==> config.mk <==
export PLATFORM = sky130hd
export DESIGN_NAME = decoder_2to4
export DESIGN_NICKNAME = d
export VERILOG_FILES = /design/src/rtl/decoder_2to4.sv
export SDC_FILE = /design/constraint.sdc
export NUM_CORES = 1
export LEC_CHECK = 0
export BUFFER_PORTS_ARGS = -buffer_cell sky130_fd_sc_hd__buf_2
export CAP_MARGIN = 30
export CORE_AREA = 2 2 39 41
export CTS_BUF_LIST = sky130_fd_sc_hd__clkbuf_4
export CTS_CLUSTER_SIZE = 24
export DETAILED_ROUTE_END_ITERATION = 10
export DIE_AREA = 0 0 41 43
export PLACE_DENSITY_LB_ADDON = 0.25
export SYNTH_ARGS = -nofsm -noshare
export SYNTH_HDL_FRONTEND = slang
export SYNTH_SLANG_ARGS = --single-unit
==> constraint.sdc <==
create_clock -name clk -period 0.8 [get_ports clk]
set_input_delay 0.04 -clock clk [delete_from_list [all_inputs] [get_ports clk]]
set_output_delay 0.04 -clock clk [all_outputs]
set_load 0.05 [all_outputs]
==> src/rtl/decoder_2to4.sv <==
// ============================================================================
//  Module   : decoder_2to4
//  Brief    : Registered 2-to-4 one-hot line decoder with selectable output
//             polarity and optional decode enable. Outputs are taken
//             straight from flops so downstream selects are glitch-free.
//  Revision : 1.0 - initial release
// ============================================================================
`default_nettype none

module decoder_2to4 #(
  parameter bit ACTIVE_LOW = 1'b0,  // 1: selected line driven low, idle high
  parameter bit HAS_ENABLE = 1'b1   // 0: en is ignored and decoding always runs
) (
  input  logic clk,
  input  logic rst_n,
  input  logic en,
  input  logic x1,
  input  logic x2,
  output logic a,
  output logic b,
  output logic c,
  output logic d,
  output logic valid
);

  // Idle level of every line; the selected line is the inverse of this.
  localparam logic [3:0] C_IDLE = {4{ACTIVE_LOW}};

  logic       w_en;       // effective decode enable
  logic [3:0] w_onehot;   // active-high one-hot, bit 3 = a ... bit 0 = d
  logic [3:0] w_lines;    // one-hot converted to physical output levels
  logic [3:0] r_lines;    // registered {a,b,c,d}
  logic       r_valid;

  // Enable is either the port or tied high, chosen at elaboration time.
  generate
    if (HAS_ENABLE) begin : g_enable
      assign w_en = en;
    end else begin : g_no_enable
      assign w_en = 1'b1;
    end
  endgenerate

  // Select decode in active-high form; polarity is applied afterwards.
  always_comb begin
    w_onehot = 4'b0000;
    case ({x1, x2})
      2'b00:   w_onehot = 4'b1000;
      2'b01:   w_onehot = 4'b0100;
      2'b10:   w_onehot = 4'b0010;
      2'b11:   w_onehot = 4'b0001;
      default: w_onehot = 4'b0000;
    endcase
  end

  // XOR with the idle pattern flips every line when outputs are active-low,
  // so the register stores the physical level and no logic follows it.
  assign w_lines = w_onehot ^ C_IDLE;

  // Output register: reset beats enable, a disabled cycle forces idle.
  always_ff @(posedge clk) begin
    if (!rst_n) begin
      r_lines <= C_IDLE;
      r_valid <= 1'b0;
    end else if (w_en) begin
      r_lines <= w_lines;
      r_valid <= 1'b1;
    end else begin
      r_lines <= C_IDLE;
      r_valid <= 1'b0;
    end
  end

  assign a     = r_lines[3];
  assign b     = r_lines[2];
  assign c     = r_lines[1];
  assign d     = r_lines[0];
  assign valid = r_valid;

endmodule

`default_nettype wire

---- Word level (Yosys, flattened, before mapping) ----
Cells that the tools add are included.
storage, ports and cells
  flip-flop bits (word level) ............. 5
  latch bits .............................. 0
  RAM bits ................................ 0
  bits in read-only memories .............. 0
  bits of input ports ..................... 5
  output and inout port bits .............. 5
  word-level logic and storage cells ...... 9
  memories ................................ 0
cells by class
  add/sub/neg operators ................... 0
  multiply operators ...................... 0
  divide/modulo/power cells ............... 0
  magnitude comparators ................... 0
  equality and inequality tests ........... 3
  shift-type cells ........................ 0
  multiplexer cells ....................... 2
  bitwise operators ....................... 0
  reduce and logical (&&, ||, !) cells .... 2
operators with widths
  kind                                                  number
  case mux 4 bit (4 select lines)                       1
  equality test 2 bit (second input constant)           2
  equality test 2 x 1 -> 1 bit (second input constant)  1
  logical NOT 2 bit                                     1
  AND reduction 2 bit                                   1
  2-to-1 mux 1 bit                                      1

---- Logic depth before layout (Yosys ltp) ----
  word-level depth ........................ 2
  gate-level depth with buffers ........... 1
  gate-level depth less buffers ........... 1

---- Worst setup path before layout ----
No wires, ideal clock.
  path kind ............................... register to output
  start ................................... register r_lines[3]
  end ..................................... output port a
  arrival time ............................ 0.587 ns
  setup slack ............................. 0.173 ns
  stages on the path, launching flop included .. 1
  cells stage by stage .................... dfxtp_1
RTL lines
  item                      line  text
  start: declaration        32    logic [3:0] r_lines;
  start signal: assignment  66    r_lines <= w_lines;
  end: declaration          19    output logic a,
No word-level cell between the ends.

---- Worst setup path in the final report ----
  start ................................... register r_lines[1]
  end ..................................... output port c
RTL lines
  item              line  text
  end: declaration  21    output logic c,
No word-level cell between the ends.

==> metrics.csv <==
metric,value,unit
status,finished clean,
synth_top_cell_by_area,dfxtp_1,
timing.final.ws_setup,0.0336,ns
pin_count,10,
hold_depth,2,
place_ws,0.224,ns
tightest_slew,0.147,ns
numClockSinks,5,
gr-max-usage-layer,met4,
cp.arrival,0.73,ns
ir_drop,0.000387,V
grtUsageTotal,4.71,%
firstDrtPassIters,3,
start_kind,flop,
ys.warnings.count,0,
rows,14,
crit_path_max_incr_delay,0.30,ns
post_drt_wl_per_cell,7.90,um
synth_top_area_share,67.8,%
cp_max_fo,1,
slowest_stage,dfxtp_1,
mostFrequentLayoutCell,dfxtp_1,
final_cell_mix,"dfxtp_1 (5), clkbuf_4 (4), buf_2 (4), buf_4 (4), and4b_1 (2)",
area_growth_syn_to_layout,75.4,%
die_w,41,um
crit_path_end_kind,output port,
crit_start,r_lines[1]$_SDFF_PN0_,
dp.cells,35,
path_cells,buf_4,
core_area,0.00138,mm2
min_period,0.766,ns
n_antenna_cell,0,
maxSlewViolCount,0,
via_count,127,
finalSetupTns,0,ns
drc,0,
cts_resized,5,
fill_cells,158,
routed_wl,308,um
place.port_buffers,9,
grt_pass1_wl,462,um
grt_util_met1,3.53,%
period_share,95.8,%
antenna_found_initial,0,
setup-violations-final,0,
place.gp.congestion,0.564,
hold_path.class,in2reg,
die_y,43,um
ys_seq_area_share,67.8,%
fin_cells,39,
synthTopCellsByArea,"dfxtp_1 (68%), and4b_1 (14%), and4bb_1 (8.5%)",
synth_cell_types,5,
final_area,259,um2
cts_setup_buffers,0,
synthCells,10,
syn_area,148,um2
dieArea,0.00176,mm2
drive_above_1_share,56.5,%
postSynthAreaPerCell,14.8,um2
tritoncts,yes,
grt-ovfl-total,0,
final_antenna_net_count,0,
use_met3,0,%
numCtsBuffers,3,
required,0.76,ns
relSlewSlack,90.3,%
via_per_inst,3.26,
drv_cap,0,
timing.critical_path.buf_inv,1,
root_buffer,clkbuf_4,
drtIter0Drc,1,
max_clock_freq,1300,MHz
nNetsFinal,29,
cts_buffer_depth,2,
cts.clk_slew.worst_paths,0.04,ns
postCtsHoldBufs,0,
start_util,10.7,%
min-delay-start,en,
grt_pass1_vias,134,
p_per_area,2480,mW/mm2
mappedNetlistNets,15,
finalPower,0.642,mW
grt_max_degree,6,
critical-path-top-delay-family,flip-flops,
cts_max_level,1,
holdPathEnd,valid$_SDFF_PN0_,
p_leak,0.127,nW
rsz0062_at_grt,false,
critPathKind,reg2out,
grt_util_met2,5.63,%
ys_seq_elements,5,
hold_viol,0,
dpl_cell_area,213,um2
==> cell usage after synthesis <==
master    count
dfxtp_1       5
and4b_1       2
and2_1        1
and4_1        1
and4bb_1      1
==> metrics by stage <==
stage	hold WS, ns	utilization, %
finish	0.0529	18.7
global route	0.0752	18.7
CTS	0.0471	18.4
detailed placement	0.301	15.4
floorplan	0.162	-
global placement	0.286	15.4
==> power breakdown <==
part           internal [mW]  total, mW  switching (mW)
combinational         0.0250     0.0661          0.0411
clock                  0.222      0.315          0.0934
sequential             0.258      0.261         0.00232
total                  0.505      0.642           0.137
==> logic make-up (layout without fill, tap and decap cells) <==
| group | after synthesis | after routing | synth area share, % |
|---|---|---|---|
| DFF | 5 | 5 | 67.8 |
| and+or+nand+nor | 5 | 5 | 32.2 |
| buffers and inverters | 0 | 13 | 0 |
==> sequential cells by signal (all words and copies together), names as in the netlist <==
| register | count |
|---|---|
| r_lines | 4 |
| valid | 1 |
==> worst max-delay path by stage <==
stage / slack (ns) / to / depth (start not counted)
floorplan: 0.17 / a / 0
detailed placement: 0.22 / b / 1
global route: 0.009 / b / 1
CTS: 0.02 / valid / 1
finish: 0.03 / c / 1
global placement: 0.23 / d / 1
==> metal layers <==
layer	wire, um	vias to the layer above
li1	-	64
met1	108	57
met2	168	6
met3	30	0
met4	0	0
met5	0	-
==> area by class of cell <==
| type | count | area, um2 | area share [%] |
|---|---|---|---|
| multi-input combinational | 5 | 47.5 | 18.4 |
| tap | 16 | 20.0 | 7.73 |
| timing repair buffer | 9 | 61.3 | 23.7 |
| clock buffer | 4 | 30.0 | 11.6 |
| sequential | 5 | 100 | 38.6 |
No activity file was read; power rests on OpenSTA's default activity.
